===== src/rtl/reg_write_scoreboard.sv =====
// Register write scoreboard: tracks outstanding destination writes, flags RAW hazards,
// arbitrates issue against pending writes and decodes writebacks to one-hot write enables.
module reg_write_scoreboard #(
  parameter int unsigned ADDR_W   = 5,
  parameter bit          ZERO_REG = 1'b1,
  parameter bit          REG_OUT  = 1'b1
) (
  input  logic                      Clock,
  input  logic                      Reset,
  input  logic                      RegisterWrite,
  input  logic [ADDR_W-1:0]         WriteRegister,
  input  logic                      IssueValid,
  input  logic [ADDR_W-1:0]         IssueRegister,
  output logic                      IssueReady,
  input  logic [ADDR_W-1:0]         ReadRegA,
  input  logic [ADDR_W-1:0]         ReadRegB,
  output logic                      HazardA,
  output logic                      HazardB,
  output logic [(1<<ADDR_W)-1:0]    WriteEnable,
  output logic [(1<<ADDR_W)-1:0]    Pending,
  output logic [ADDR_W:0]           PendingCount,
  output logic                      Error
);

  localparam int unsigned NUM_REGS = 1 << ADDR_W;
  localparam int unsigned CNT_W    = ADDR_W + 1;

  logic [NUM_REGS-1:0] pending_q, pending_d;
  logic [CNT_W-1:0]    count_q, count_d;
  logic                err_q, err_d;
  logic [NUM_REGS-1:0] wb_mask_c;
  logic                wb_eff_c, iss_req_c, issue_acc_c, inc_c, dec_c;
  logic                wr_zero_c, ir_zero_c;

  assign wr_zero_c = (WriteRegister == '0);
  assign ir_zero_c = (IssueRegister == '0);
  assign wb_eff_c  = RegisterWrite && !(ZERO_REG && wr_zero_c);
  assign iss_req_c = IssueValid && !(ZERO_REG && ir_zero_c);

  // Writeback decode; a hardwired register 0 never gets an enable.
  always_comb begin
    wb_mask_c = '0;
    if (RegisterWrite) wb_mask_c[WriteRegister] = 1'b1;
    if (ZERO_REG) wb_mask_c[0] = 1'b0;
  end

  // A same-cycle writeback to the issuing register frees it for the new owner.
  assign IssueReady  = !pending_q[IssueRegister] ||
                       (RegisterWrite && (WriteRegister == IssueRegister));
  assign issue_acc_c = iss_req_c && IssueReady;

  assign HazardA = pending_q[ReadRegA] && !(RegisterWrite && (WriteRegister == ReadRegA));
  assign HazardB = pending_q[ReadRegB] && !(RegisterWrite && (WriteRegister == ReadRegB));

  // Next-state: clear on writeback, then set on issue so a same-register issue wins.
  always_comb begin
    pending_d = pending_q;
    err_d     = err_q;
    inc_c     = 1'b0;
    dec_c     = 1'b0;
    if (wb_eff_c) begin
      pending_d[WriteRegister] = 1'b0;
      if (!pending_q[WriteRegister]) err_d = 1'b1;
    end
    if (issue_acc_c) pending_d[IssueRegister] = 1'b1;
    inc_c   = issue_acc_c && !pending_q[IssueRegister];
    dec_c   = wb_eff_c && pending_q[WriteRegister] &&
              !(issue_acc_c && (IssueRegister == WriteRegister));
    count_d = count_q + CNT_W'(inc_c) - CNT_W'(dec_c);
  end

  always_ff @(posedge Clock or negedge Reset) begin
    if (!Reset) begin
      pending_q <= '0;
      count_q   <= '0;
      err_q     <= 1'b0;
    end else begin
      pending_q <= pending_d;
      count_q   <= count_d;
      err_q     <= err_d;
    end
  end

  generate
    if (REG_OUT) begin : g_reg_we
      logic [NUM_REGS-1:0] we_q;
      always_ff @(posedge Clock or negedge Reset) begin
        if (!Reset) we_q <= '0;
        else        we_q <= wb_mask_c;
      end
      assign WriteEnable = we_q;
    end else begin : g_comb_we
      assign WriteEnable = wb_mask_c;
    end
  endgenerate

  assign Pending      = pending_q;
  assign PendingCount = count_q;
  assign Error        = err_q;

endmodule

===== config.mk =====
export PLATFORM = sky130hd
export DESIGN_NAME = reg_write_scoreboard
export DESIGN_NICKNAME = d
export VERILOG_FILES = /design/src/rtl/reg_write_scoreboard.sv
export SDC_FILE = /design/constraint.sdc
export NUM_CORES = 1
export LEC_CHECK = 0
export ABC_CLOCK_PERIOD_IN_PS = 3700
export CAP_MARGIN = 15
export CELL_PAD_IN_SITES_DETAIL_PLACEMENT = 1
export CELL_PAD_IN_SITES_GLOBAL_PLACEMENT = 1
export CORE_MARGIN = 2
export CORE_UTILIZATION = 39
export DETAILED_ROUTE_END_ITERATION = 7
export HOLD_SLACK_MARGIN = 0.02
export PLACE_DENSITY = 0.89
export SYNTH_ARGS = -nofsm -noshare
export SYNTH_HDL_FRONTEND = slang
export SYNTH_SLANG_ARGS = --single-unit

===== constraint.sdc =====
create_clock -name Clock -period 3.7 [get_ports Clock]
set_clock_uncertainty 0.2 [all_clocks]
set_input_delay 0.74 -clock Clock [delete_from_list [all_inputs] [get_ports Clock]]
set_output_delay 0.74 -clock Clock [all_outputs]
set_load 0.005 [all_outputs]

==> summary.json, run 1 <==
{
  "layout_worst_path_cycle_share_pct": 98.4,
  "place.detailed.hpwl_mm": 11.4,
  "power.density_cell_area_nw_per_um2": 498,
  "final_wtd_congestion": 0.908,
  "power.switching_fraction_pct": 35.5,
  "synth-edff-count": 0,
  "synth_flop_cell": "sky130_fd_sc_hd__dfrtp_1",
  "hold_violations": 0,
  "layout.nets": 565,
  "core_area_um2": 10200,
  "clock_root_buffer": "sky130_fd_sc_hd__clkbuf_8",
  "clk_pwr_share_pct": 23.4,
  "fmax_mhz": 275,
  "final.hold.worst_slack_ps": 251,
  "synth.top_cells.by_area": "sky130_fd_sc_hd__dfrtp_1 (43%), sky130_fd_sc_hd__mux4_2 (11%), sky130_fd_sc_hd__mux2i_1 (5.9%)",
  "netlist.top_cell.by_area": "sky130_fd_sc_hd__dfrtp_1",
  "net_count_of_the_mapped_netlist": 409,
  "grt_first_pass_wirelength_mm": 26.4,
  "final.setup.worst_slack_ps": 57.5,
  "global_route.overflow_total": 0,
  "drcViolationCount": 0,
  "die-area_um2": 11300,
  "post_route_cells_drive_above_1_share_pct": 29.5,
  "rows": 37,
  "drv.max_cap_violation_count": 0,
  "antennaDiodeCount": 0,
  "port_buffers": 96,
  "total_leakage_power_nw": 2.65,
  "required_ps": 3800,
  "layout_min_cycle_time_ps": 3640,
  "floorplan.io_pins": 98,
  "setup-tns-final_ps": 0,
  "relSlewSlack_pct": 45.9,
  "area.growth.synth_to_final_pct": 50.2,
  "post_synth_inst_count": 378,
  "totalWireLength_mm": 16.7,
  "worstMarginPinSlew_ps": 812,
  "mappedNetlistArea_um2": 4070,
  "startpoint_type": "input pin",
  "numCtsBuffers": 9,
  "tritoncts": "built",
  "drt_pass1_iterations": 5,
  "timing.final.max_slew_violations": 0,
  "die_width_um": 106,
  "grt_max_degree": 35,
  "power_frac_comb_pct": 40.0,
  "vdd_ir_drop_max_uv": 217,
  "stdcell_count": 675,
  "setup_viol_count_final": 0,
  "internal-power_mw": 1.96,
  "netlist.area_leader.share_pct": 43.1,
  "place_ws_ps": -659,
  "path_class": "input pin to flip-flop",
  "hold_class": "input pin to asynchronous set/reset pin",
  "worst_skew_pair.late_latency_ps": 370,
  "detailroute.via_count": 4034,
  "synth_seq_area_share_pct": 43.1,
  "grt_util_all_layers_pct": 31.2,
  "outcome": "finished clean",
  "synth_seq_cells": 70,
  "timing.rr.start": "Pending[14]",
  "start_util_pct": 39.8,
  "crit_start": "WriteRegister[3]",
  "grt_antenna_before_repair": 0,
  "finalPower_mw": 3.05,
  "seq_power_share_pct": 36.6,
  "place.detailed.instances": 651,
  "timing.reg2reg.worst_path_depth": 13,
  "max-clock-path-buffers": 2,
  "post_synth.cell_area_avg_um2": 10.8,
  "routed_wire_length_per_instance_um": 24.8,
  "clock_sink_count": 70,
  "detail_route.iter0.violations": 346,
  "synth_async_sr_flop_share_pct": 100,
  "nFillCells": 1084,
  "cts.reportedPaths.clkPinSlew_ps": 90,
  "p_switching_mw": 1.08,
  "arrival_ps": 3740,
  "post_cts_hold_buffer_count": 0,
  "synth_warnings": 0,
  "rrSetupSlack_ps": 170,
  "route.detailed.vias_per_inst": 5.98,
  "via_count_of_the_first_global_routing_pass": 4553,
  "die_height_um": 106,
  "ant_nets": 0,
  "ys_types": 48,
  "htree_num_levels": 3,
  "setup.worst_path.end_class": "flip-flop",
  "maximum_fanout_encountered_on_the_critical_timing_path": 6,
  "timing.rr.end": "PendingCount[4]"
}
## cells in the mapped netlist, types with 2 or more instances
cell type                    n
sky130_fd_sc_hd__dfrtp_1    70
sky130_fd_sc_hd__nor2_1     35
sky130_fd_sc_hd__inv_1      30
sky130_fd_sc_hd__o21ai_0    29
sky130_fd_sc_hd__mux2i_1    24
sky130_fd_sc_hd__clkbuf_1   19
sky130_fd_sc_hd__mux4_2     19
sky130_fd_sc_hd__o2bb2ai_1  16
sky130_fd_sc_hd__xnor2_1    14
sky130_fd_sc_hd__nand2_1    13
sky130_fd_sc_hd__mux2_2     11
sky130_fd_sc_hd__o22ai_1     8
sky130_fd_sc_hd__ha_1        6
sky130_fd_sc_hd__nand3_1     6
sky130_fd_sc_hd__xor2_1      6
sky130_fd_sc_hd__a21oi_1     5
sky130_fd_sc_hd__nand3b_1    5
sky130_fd_sc_hd__buf_1       4
sky130_fd_sc_hd__nor3_1      4
sky130_fd_sc_hd__nor3b_1     4
sky130_fd_sc_hd__nor4_1      4
sky130_fd_sc_hd__or3b_2      4
sky130_fd_sc_hd__a222oi_1    3
sky130_fd_sc_hd__buf_2       3
sky130_fd_sc_hd__buf_4       3
sky130_fd_sc_hd__o31ai_1     3
sky130_fd_sc_hd__or3_1       3
sky130_fd_sc_hd__a31oi_1     2
sky130_fd_sc_hd__and3_1      2
sky130_fd_sc_hd__and3b_1     2
sky130_fd_sc_hd__nor4b_1     2
sky130_fd_sc_hd__o21bai_1    2
sky130_fd_sc_hd__o221ai_1    2
## layer usage
layer / wire (um) / GRT usage (%) / vias up
li1: - / - / 1669
met2: 7970 / 50.0 / 266
met4: 763 / 16.1 / 0
met1: 6620 / 39.8 / 2037
met3: 1360 / 6.62 / 62
met5: 0 / 0 / -
## cells in the final DEF (no fill, tap or decap), drive strengths merged, types with 5 or more instances in the layout
master / count
dfrtp: 70
xnor2: 14
ha: 6
o2bb2ai: 16
buf: 78
clkbuf: 15
nand2: 13
xor2: 6
nor2: 35
mux2i: 24
mux2: 11
mux4: 20
nand3: 6
o22ai: 8
a21oi: 5
clkdlybuf4s15: 5
o21ai: 29
clkdlybuf4s50: 81
inv: 32
nand3b: 5
## what timing repair did
item,CTS,global route
buffers inserted,5,1
gates cloned,2,0
gates resized for setup,31,25
pin swaps,10,12
endpoints found under the setup margin,7,6
## stage by stage
stage | area (um^2) | utilization (%)
6_report | 6110 | 59.7
5_1_grt | 6110 | 59.7
4_1_cts | 6070 | 59.3
3_5_place_dp | 5690 | 55.6
3_3_place_gp | 5690 | 55.6
2_1_floorplan | 4130 | -
## power by group through the flow
| stage | registers (mW) | clock network [mW] | logic [mW] |
|---|---|---|---|
| 2_1_floorplan | 1.04 | 0 | 0.568 |
| 3_3_place_gp | 1.09 | 0 | 1.07 |
| 3_5_place_dp | 1.11 | 0 | 1.13 |
| 4_1_cts | 1.10 | 0.719 | 1.16 |
| 5_1_grt | 1.12 | 0.751 | 1.31 |
| 6_report | 1.11 | 0.714 | 1.22 |
## final cells by class
class	instances	area, um^2	area share (%)
inverter	30	113	1.84
clock buffer	10	128	2.09
clock inverter	6	93.8	1.54
tap	136	170	2.78
multi-input combinational	248	2210	36.1
sequential	70	1750	28.7
timing repair buffer	175	1650	27.0
## state kept, by name, summed over array words and instances (netlist names)
name,count
PendingCount,6
WriteEnable,31
Error,1
Pending,32
## kinds of logic (layout without fill, tap and decap cells)
logic type	count (synthesis)	in the layout	synth area share, %
buf+inv	60	221	6.15
simple gates	88	88	11.0
mux	55	55	20.1
other cells	1	1	0.0922
xor+xnor	20	20	4.31
compound gates	77	77	12.9
flops	70	70	43.1
fa+ha+maj	7	7	2.34
## worst max-delay path, stage by stage
cell and delay (ps):
sky130_fd_sc_hd__clkdlybuf4s15_1 360, sky130_fd_sc_hd__buf_4 210, sky130_fd_sc_hd__nand3b_1 220, sky130_fd_sc_hd__o22ai_2 330, sky130_fd_sc_hd__nor4_2 100, sky130_fd_sc_hd__mux2i_1 240, sky130_fd_sc_hd__nor3b_4 270, sky130_fd_sc_hd__ha_4 150
sky130_fd_sc_hd__inv_1 50, sky130_fd_sc_hd__ha_1 280, sky130_fd_sc_hd__a21o_1 180, sky130_fd_sc_hd__a21oi_2 200, sky130_fd_sc_hd__o21bai_1 90, sky130_fd_sc_hd__a21oi_1 180, sky130_fd_sc_hd__xnor2_1 140
## how the worst max path moves through the flow
| stage | to | depth (start not counted) |
|---|---|---|
| 3_5_place_dp | PendingCount[4] | 16 |
| 4_1_cts | PendingCount[4] | 16 |
| 6_report | PendingCount[5] | 15 |
| 5_1_grt | PendingCount[4] | 15 |
| 2_1_floorplan | PendingCount[4] | 13 |
| 3_3_place_gp | PendingCount[4] | 14 |
Power figures use the tool's default switching activity.
==> inputs of run 2 (changes only) <==
==> config.mk (replaced) <==
export PLATFORM = sky130hd
export DESIGN_NAME = reg_write_scoreboard
export DESIGN_NICKNAME = d
export VERILOG_FILES = /design/src/rtl/reg_write_scoreboard.sv
export SDC_FILE = /design/constraint.sdc
export NUM_CORES = 1
export LEC_CHECK = 0
export ABC_CLOCK_PERIOD_IN_PS = 4300
export CAP_MARGIN = 15
export CELL_PAD_IN_SITES_DETAIL_PLACEMENT = 1
export CELL_PAD_IN_SITES_GLOBAL_PLACEMENT = 1
export CORE_MARGIN = 2
export CORE_UTILIZATION = 40
export DETAILED_ROUTE_END_ITERATION = 7
export HOLD_SLACK_MARGIN = 0.02
export PLACE_DENSITY = 0.91
export SYNTH_ARGS = -nofsm -noshare
export SYNTH_HDL_FRONTEND = slang
export SYNTH_SLANG_ARGS = --single-unit
==> constraint.sdc (replaced) <==
create_clock -name Clock -period 4.3 [get_ports Clock]
set_clock_uncertainty 0.2 [all_clocks]
set_input_delay 0.86 -clock Clock [delete_from_list [all_inputs] [get_ports Clock]]
set_output_delay 0.86 -clock Clock [all_outputs]
set_load 0.005 [all_outputs]
==> summary.json, run 2 (same netlist as run 1, synthesis figures left out) <==
{
  "fmax_mhz": 237,
  "path_class": "input pin to primary output",
  "htree_num_levels": {"value": 3, "change": "unchanged"},
  "layout.nets": {"value": 535, "change": "-5.3%"},
  "core_area": {"value": 9820, "unit": "um^2", "change": "-4.0%"},
  "routed_wire_length_per_instance": {"value": 24.5, "unit": "um", "change": "-0.94%"},
  "timing.final.max_slew_violations": {"value": 0, "change": "unchanged"},
  "rows": {"value": 36, "change": "-2.7%"},
  "antennaDiodeCount": {"value": 0, "change": "unchanged"},
  "ant_nets": {"value": 0, "change": "unchanged"},
  "total_leakage_power": {"value": 2.48, "unit": "nW", "change": "-6.6%"},
  "numCtsBuffers": {"value": 9, "change": "unchanged"},
  "start_util": {"value": 41.4, "unit": "%", "change": "+1.7 points"},
  "arrival": {"value": 3170, "unit": "ps", "change": "-570 ps"},
  "grt_first_pass_wirelength": {"value": 23.8, "unit": "mm", "change": "-9.8%"},
  "final_core_utilization": {"value": 58.3, "unit": "%", "change": "-1.5 points"},
  "layout_common_cells": "sky130_fd_sc_hd__clkdlybuf4s50_1 (90), sky130_fd_sc_hd__dfrtp_1 (70), sky130_fd_sc_hd__buf_4 (45)",
  "nFillCells": {"value": 1096, "change": "+1.1%"},
  "die_width": {"value": 105, "unit": "um", "change": "-1.2%"},
  "grt_setup_unrepaired": "false",
  "area.growth.synth_to_final_pct": 40.6,
  "power.density_cell_area": {"value": 419, "unit": "nW/um^2", "change": "-16%"},
  "grt_util_all_layers": {"value": 28.7, "unit": "%", "change": "-2.5 points"},
  "drcViolationCount": {"value": 0, "change": "unchanged"},
  "die-area": {"value": 11000, "unit": "um^2", "change": "-2.4%"},
  "clock_root_buffer": "sky130_fd_sc_hd__clkbuf_8",
  "cts.reportedPaths.clkPinSlew": {"value": 80, "unit": "ps", "change": "about the same"},
  "multi_input_comb_area": {"value": 2120, "unit": "um^2", "change": "-4.0%"},
  "critical_path.max_stage_delay": {"value": 470, "unit": "ps", "change": "+110 ps"},
  "global_route.overflow_total": {"value": 0, "change": "unchanged"},
  "outcome": "finished clean",
  "final.setup.worst_slack": {"value": 72.0, "unit": "ps", "change": "+14.5 ps"},
  "setup-tns-final": {"value": 0, "unit": "ps", "change": "unchanged"},
  "final_wtd_congestion": {"value": 0.932, "change": "+2.6%"},
  "clock_sink_count": {"value": 70, "change": "unchanged"},
  "route.detailed.vias_per_inst": {"value": 5.93, "change": "-0.80%"},
  "maximum_fanout_encountered_on_the_critical_timing_path": {"value": 11, "change": "+5"},
  "dp_area": {"value": 5450, "unit": "um^2", "change": "-4.2%"},
  "max_ffs_per_register": {"value": 32, "change": "unchanged"},
  "detailroute.via_count": {"value": 3806, "change": "-5.7%"},
  "place_ws": {"value": -382, "unit": "ps", "change": "+277 ps"},
  "place.detailed.hpwl": {"value": 11.1, "unit": "mm", "change": "-2.7%"},
  "floorplan.io_pins": {"value": 98, "change": "unchanged"},
  "setup_viol_count_final": {"value": 0, "change": "unchanged"},
  "seq_area": {"value": 1750, "unit": "um^2", "change": "unchanged"},
  "grt_antenna_before_repair": {"value": 0, "change": "unchanged"},
  "stdcell_count": {"value": 642, "change": "-4.9%"},
  "place.detailed.instances": {"value": 624, "change": "-4.1%"},
  "totalWireLength": {"value": 15.8, "unit": "mm", "change": "-5.8%"},
  "drv.max_cap_violation_count": {"value": 0, "change": "unchanged"},
  "setup.worst_path.end_class": "primary output",
  "startpoint_type": "input pin",
  "layout_min_cycle_time_ps": 4230,
  "post_cts_hold_buffer_count": {"value": 0, "change": "unchanged"},
  "worst_skew_pair.late_latency": {"value": 350, "unit": "ps", "change": "-20 ps"},
  "postLayoutCellArea": {"value": 5720, "unit": "um^2", "change": "-6.4%"},
  "max-clock-path-buffers": {"value": 2, "change": "unchanged"},
  "layout_commonest_cell": "sky130_fd_sc_hd__clkdlybuf4s50_1",
  "hold_violations": {"value": 0, "change": "unchanged"},
  "critical-path-top-delay-family": "buffers and inverters",
  "worstMarginPinSlew": {"value": 1060, "unit": "ps", "change": "+251 ps"},
  "via_count_of_the_first_global_routing_pass": {"value": 4092, "change": "-10%"},
  "vdd_ir_drop_max": {"value": 265, "unit": "uV", "change": "+22%"},
  "detail_route.iter0.violations": {"value": 280, "change": "-19%"},
  "layout_worst_path_cycle_share_pct": 98.3,
  "die_height": {"value": 105, "unit": "um", "change": "-1.2%"},
  "relSlewSlack": {"value": 29.0, "unit": "%", "change": "-17 points"},
  "required": {"value": 3240, "unit": "ps", "change": "-560 ps"},
  "post_route_cells_drive_above_1_share": {"value": 22.2, "unit": "%", "change": "-7.3 points"},
  "crit_path_top_delay_cell": "sky130_fd_sc_hd__clkdlybuf4s50_1",
  "final.hold.worst_slack": {"value": 296, "unit": "ps", "change": "+44.8 ps"},
  "crit_path_cell_trace": "clkdlybuf4s50_1, buf_4, nor3b_1, a222oi_1, mux2_4, buf_4, a31oi_2, inv_1, clkdlybuf4s50_1",
  "grt_max_degree": {"value": 71, "change": "+100%"},
  "hold_class": "flip-flop to flip-flop",
  "port_buffers": {"value": 96, "change": "unchanged"},
  "number_of_buffers_and_inverters_on_the_critical_path": {"value": 5, "change": "+2"},
  "tritoncts": "built",
  "drt_pass1_iterations": {"value": 8, "change": "+3"},
  "finalPower": {"value": 2.39, "unit": "mW", "change": "-21%"}
}
-- run 2: area by class of cell --
class | instances | area share [%]
Timing Repair Buffer | 145 | 24.3
Clock buffer | 10 | 2.41
Multi-Input combinational cell | 248 | 37.0
Clock inverter | 6 | 0.809
Inverter | 30 | 1.97
Tap cell | 133 | 2.91
Sequential cell | 70 | 30.6
-- run 2: worst paths after layout --
| check | to | slack, ps | depth (start not counted) | start |
|---|---|---|---|---|
| max in group asynchronous | Pending[3] | 2820 | 2 | Reset |
| worst min register to register | Pending[0] | 300 | 0 | Pending[0] |
| min in group asynchronous | WriteEnable[18] | 520 | 2 | Reset |
| worst min-delay path | Pending[0] | 300 | 0 | Pending[0] |
| worst max-delay path | IssueReady | 70 | 9 | IssueRegister[2] |
| worst max register to register | PendingCount[4] | 620 | 13 | Pending[13] |
-- run 2: per-layer routing --
layer	up-vias	track usage [%]	wire length, um
met2	207	47.3	7760
met3	42	5.55	1140
met5	-	0	0
met4	0	10.4	472
li1	1615	-	-
met1	1942	37.6	6380
-- run 2: worst reg2reg max path, cell delays in order (launching register included) --
cell and delay, ps:
sky130_fd_sc_hd__dfrtp_1 500, sky130_fd_sc_hd__mux4_1 550, sky130_fd_sc_hd__a222oi_1 350, sky130_fd_sc_hd__buf_4 190
sky130_fd_sc_hd__nand3_1 90, sky130_fd_sc_hd__or2_2 310, sky130_fd_sc_hd__ha_1 270, sky130_fd_sc_hd__inv_1 40
sky130_fd_sc_hd__ha_1 200, sky130_fd_sc_hd__fa_2 370, sky130_fd_sc_hd__a21oi_2 180, sky130_fd_sc_hd__nor2_1 70
sky130_fd_sc_hd__nor2_1 140, sky130_fd_sc_hd__xnor2_1 140
-- run 2: timing repair --
item | CTS | global route
setup buffers | 0 | 1
pin swaps | 0 | 2
resized for setup | 3 | 12
setup endpoints to repair | 2 | 4
cloned | 0 | 1
-- run 2: report_power, final --
group	total (mW)	internal, mW	switching [mW]
registers	0.950	0.766	0.185
logic	0.939	0.530	0.409
clock network	0.505	0.228	0.277
==> inputs of run 3 (changes only) <==
==> config.mk (replaced) <==
export PLATFORM = sky130hd
export DESIGN_NAME = reg_write_scoreboard
export DESIGN_NICKNAME = d
export VERILOG_FILES = /design/src/rtl/reg_write_scoreboard.sv
export SDC_FILE = /design/constraint.sdc
export NUM_CORES = 1
export LEC_CHECK = 0
export ABC_CLOCK_PERIOD_IN_PS = 4550
export CAP_MARGIN = 15
export CELL_PAD_IN_SITES_DETAIL_PLACEMENT = 1
export CELL_PAD_IN_SITES_GLOBAL_PLACEMENT = 1
export CORE_MARGIN = 2
export CORE_UTILIZATION = 30
export DETAILED_ROUTE_END_ITERATION = 7
export HOLD_SLACK_MARGIN = 0.02
export PLACE_DENSITY = 0.73
export SYNTH_ARGS = -nofsm -noshare
export SYNTH_HDL_FRONTEND = slang
export SYNTH_SLANG_ARGS = --single-unit
==> constraint.sdc (replaced) <==
create_clock -name Clock -period 4.55 [get_ports Clock]
set_clock_uncertainty 0.2 [all_clocks]
set_input_delay 0.91 -clock Clock [delete_from_list [all_inputs] [get_ports Clock]]
set_output_delay 0.91 -clock Clock [all_outputs]
set_load 0.005 [all_outputs]
==> summary.json, run 3 (same netlist as run 1, synthesis figures left out) <==
{
  "outcome": "finished clean",
  "rows": {"value": 42, "change": "+17%"},
  "post_cts_buffers": {"value": 0, "change": "unchanged"},
  "floorplan.io_pins": {"value": 98, "change": "unchanged"},
  "ant_nets": {"value": 0, "change": "unchanged"},
  "critical-path-top-delay-family": "buffers and inverters",
  "setup.worst_path.end_class": "primary output",
  "via_count_of_the_first_global_routing_pass": {"value": 3984, "change": "-2.6%"},
  "final_wtd_congestion": {"value": 0.829, "change": "-11%"},
  "place.detailed.instances": {"value": 664, "change": "+6.4%"},
  "relSlewSlack": {"value": 34.1, "unit": "%", "change": "+5.1 points"},
  "totalWireLength": {"value": 15.1, "unit": "mm", "change": "-4.0%"},
  "layout_commonest_cell": "sky130_fd_sc_hd__clkdlybuf4s50_1",
  "routed_wire_length_per_instance": {"value": 22.2, "unit": "um", "change": "-9.4%"},
  "fmax_mhz": 222,
  "post_route_cells_drive_above_1_share": {"value": 20.2, "unit": "%", "change": "-2.0 points"},
  "hold_class": "flip-flop to flip-flop",
  "die_width": {"value": 120, "unit": "um", "change": "+15%"},
  "worst_skew_pair.late_latency": {"value": 340, "unit": "ps", "change": "about the same"},
  "hold_violations": {"value": 0, "change": "unchanged"},
  "startpoint_type": "input pin",
  "port_buffers": {"value": 96, "change": "unchanged"},
  "layout.nets": {"value": 530, "change": "-0.93%"},
  "clock_root_buffer": "sky130_fd_sc_hd__clkbuf_16",
  "start_util": {"value": 30.7, "unit": "%", "change": "-11 points"},
  "layout_min_cycle_time_ps": 4500,
  "dp_area": {"value": 5490, "unit": "um^2", "change": "+0.80%"},
  "setup_viol_count_final": {"value": 0, "change": "unchanged"},
  "die-area": {"value": 14500, "unit": "um^2", "change": "+32%"},
  "grt_max_degree": {"value": 32, "change": "-55%"},
  "arrival": {"value": 3390, "unit": "ps", "change": "+220 ps"},
  "critical_path.max_stage_delay": {"value": 640, "unit": "ps", "change": "+170 ps"},
  "timing.final.max_slew_violations": {"value": 0, "change": "unchanged"},
  "core_area": {"value": 13200, "unit": "um^2", "change": "+35%"},
  "required": {"value": 3440, "unit": "ps", "change": "+200 ps"},
  "numCtsBuffers": {"value": 9, "change": "unchanged"},
  "cts.reportedPaths.clkPinSlew": {"value": 60, "unit": "ps", "change": "-20 ps"},
  "cell_with_the_most_instances_on_the_worst_path": "sky130_fd_sc_hd__clkdlybuf4s50_1",
  "stdcell_count": {"value": 680, "change": "+5.9%"},
  "htree_num_levels": {"value": 3, "change": "unchanged"},
  "drv.max_cap_violation_count": {"value": 0, "change": "unchanged"},
  "drt_pass1_iterations": {"value": 4, "change": "-4"},
  "layout_common_cells": "sky130_fd_sc_hd__clkdlybuf4s50_1 (94), sky130_fd_sc_hd__dfrtp_1 (70), sky130_fd_sc_hd__buf_4 (40)",
  "place_ws": {"value": -220, "unit": "ps", "change": "+161 ps"},
  "worstMarginPinSlew": {"value": 986, "unit": "ps", "change": "-77.0 ps"},
  "nFillCells": {"value": 1450, "change": "+32%"},
  "detailroute.via_count": {"value": 3657, "change": "-3.9%"},
  "tritoncts": "built",
  "detail_route.iter0.violations": {"value": 258, "change": "-7.9%"},
  "route.detailed.vias_per_inst": {"value": 5.38, "change": "-9.3%"},
  "crit_path_cell_trace": "clkdlybuf4s50_1, or3b_2, o221ai_1, a222oi_1, a31oi_2, inv_1, clkdlybuf4s50_1",
  "post_cts_hold_buffer_count": {"value": 0, "change": "unchanged"},
  "vdd_ir_drop_max": {"value": 158, "unit": "uV", "change": "-40%"},
  "postLayoutCellArea": {"value": 5860, "unit": "um^2", "change": "+2.4%"},
  "max_ffs_per_register": {"value": 32, "change": "unchanged"},
  "grt_util_all_layers": {"value": 21.3, "unit": "%", "change": "-7.4 points"},
  "maximum_fanout_encountered_on_the_critical_timing_path": {"value": 10, "change": "-1"},
  "area.growth.synth_to_final_pct": 43.9,
  "number_of_buffers_and_inverters_on_the_critical_path": {"value": 3, "change": "-2"},
  "final_core_utilization": {"value": 44.2, "unit": "%", "change": "-14 points"},
  "layout_worst_path_cycle_share_pct": 98.8,
  "power.density_cell_area": {"value": 440, "unit": "nW/um^2", "change": "+5.0%"},
  "global_route.overflow_total": {"value": 0, "change": "unchanged"},
  "crit_path_top_delay_cell": "sky130_fd_sc_hd__clkdlybuf4s50_1",
  "drcViolationCount": {"value": 0, "change": "unchanged"},
  "place.detailed.hpwl": {"value": 11.0, "unit": "mm", "change": "-1.2%"},
  "multi_input_comb_area": {"value": 2090, "unit": "um^2", "change": "-1.2%"},
  "clock_sink_count": {"value": 70, "change": "unchanged"},
  "antennaDiodeCount": {"value": 0, "change": "unchanged"},
  "seq_area": {"value": 1750, "unit": "um^2", "change": "unchanged"},
  "grt_first_pass_wirelength": {"value": 23.2, "unit": "mm", "change": "-2.5%"},
  "path_class": "input pin to primary output",
  "final.setup.worst_slack": {"value": 53.6, "unit": "ps", "change": "-18.5 ps"},
  "grt_antenna_before_repair": {"value": 0, "change": "unchanged"},
  "max-clock-path-buffers": {"value": 2, "change": "unchanged"},
  "total_leakage_power": {"value": 2.49, "unit": "nW", "change": "+0.42%"},
  "die_height": {"value": 120, "unit": "um", "change": "+15%"}
}
==> run 3: changes by cell type in the layout (fill, tap and decap cells not counted), moves of 3 or more <==
cell / delta
sky130_fd_sc_hd__buf_4: -5
sky130_fd_sc_hd__clkbuf_16: +8
sky130_fd_sc_hd__dlymetal6s2s_1: -3
sky130_fd_sc_hd__clkbuf_8: -10
sky130_fd_sc_hd__clkdlybuf4s50_1: +4
sky130_fd_sc_hd__bufinv_16: +3
==> run 3: area by class of cell <==
| class | count | area share (%) |
|---|---|---|
| Inverter | 30 | 1.92 |
| Sequential cell | 70 | 29.9 |
| Timing Repair Buffer | 140 | 22.9 |
| Clock buffer | 11 | 3.97 |
| Multi-Input combinational cell | 248 | 35.7 |
| Tap cell | 176 | 3.76 |
| Clock inverter | 5 | 1.84 |
==> run 3: worst reg2reg max path, cell delays in order (launching register included) <==
cell and delay, ps:
sky130_fd_sc_hd__dfrtp_1 500, sky130_fd_sc_hd__mux4_1 560, sky130_fd_sc_hd__a222oi_1 540, sky130_fd_sc_hd__nand3_1 170, sky130_fd_sc_hd__or2_2 330, sky130_fd_sc_hd__ha_1 280
sky130_fd_sc_hd__inv_1 40, sky130_fd_sc_hd__ha_1 190, sky130_fd_sc_hd__fa_1 410, sky130_fd_sc_hd__a21oi_1 180, sky130_fd_sc_hd__nor2_1 70, sky130_fd_sc_hd__nor2_1 120
sky130_fd_sc_hd__xnor2_1 130
==> run 3: worst paths after layout <==
check | from | end | slack [ps] | cells after the start
hold / removal | Error | Error | 310 | 1
setup / recovery | IssueRegister[2] | IssueReady | 50 | 7
min in group asynchronous | Reset | PendingCount[5] | 390 | 1
setup reg to reg | Pending[14] | PendingCount[4] | 770 | 12
max in group asynchronous | Reset | Pending[16] | 2900 | 2
hold reg to reg | Error | Error | 310 | 1
==> run 3: metrics by stage <==
step	total power, mW	hold WS, ps	TNS [ps]
finish	2.57	311	0
global route	2.70	334	-43.4
CTS	2.57	310	0
detailed placement	1.75	276	-474
global placement	1.71	295	-114
floorplan	1.28	268	0
==> run 3: power by group <==
| group | internal (mW) | switching, mW |
|---|---|---|
| sequential | 0.725 | 0.176 |
| clock | 0.538 | 0.278 |
| combinational | 0.495 | 0.363 |
==> run 3: timing repair <==
action,in CTS,in global routing
endpoints found under the setup margin,1,3
resized for setup,2,3
pin swaps,1,3
==> run 3: routing by layer <==
| layer | part of all wire, % | vias to the layer above | GRT usage, % | routed length (um) |
|---|---|---|---|---|
| li1 | - | 1610 | - | - |
| met1 | 44 | 1874 | 29.5 | 6690 |
| met2 | 46 | 153 | 33.2 | 6930 |
| met3 | 8.0 | 20 | 4.81 | 1210 |
| met4 | 1.9 | 0 | 6.69 | 294 |
| met5 | 0 | - | 0 | 0 |
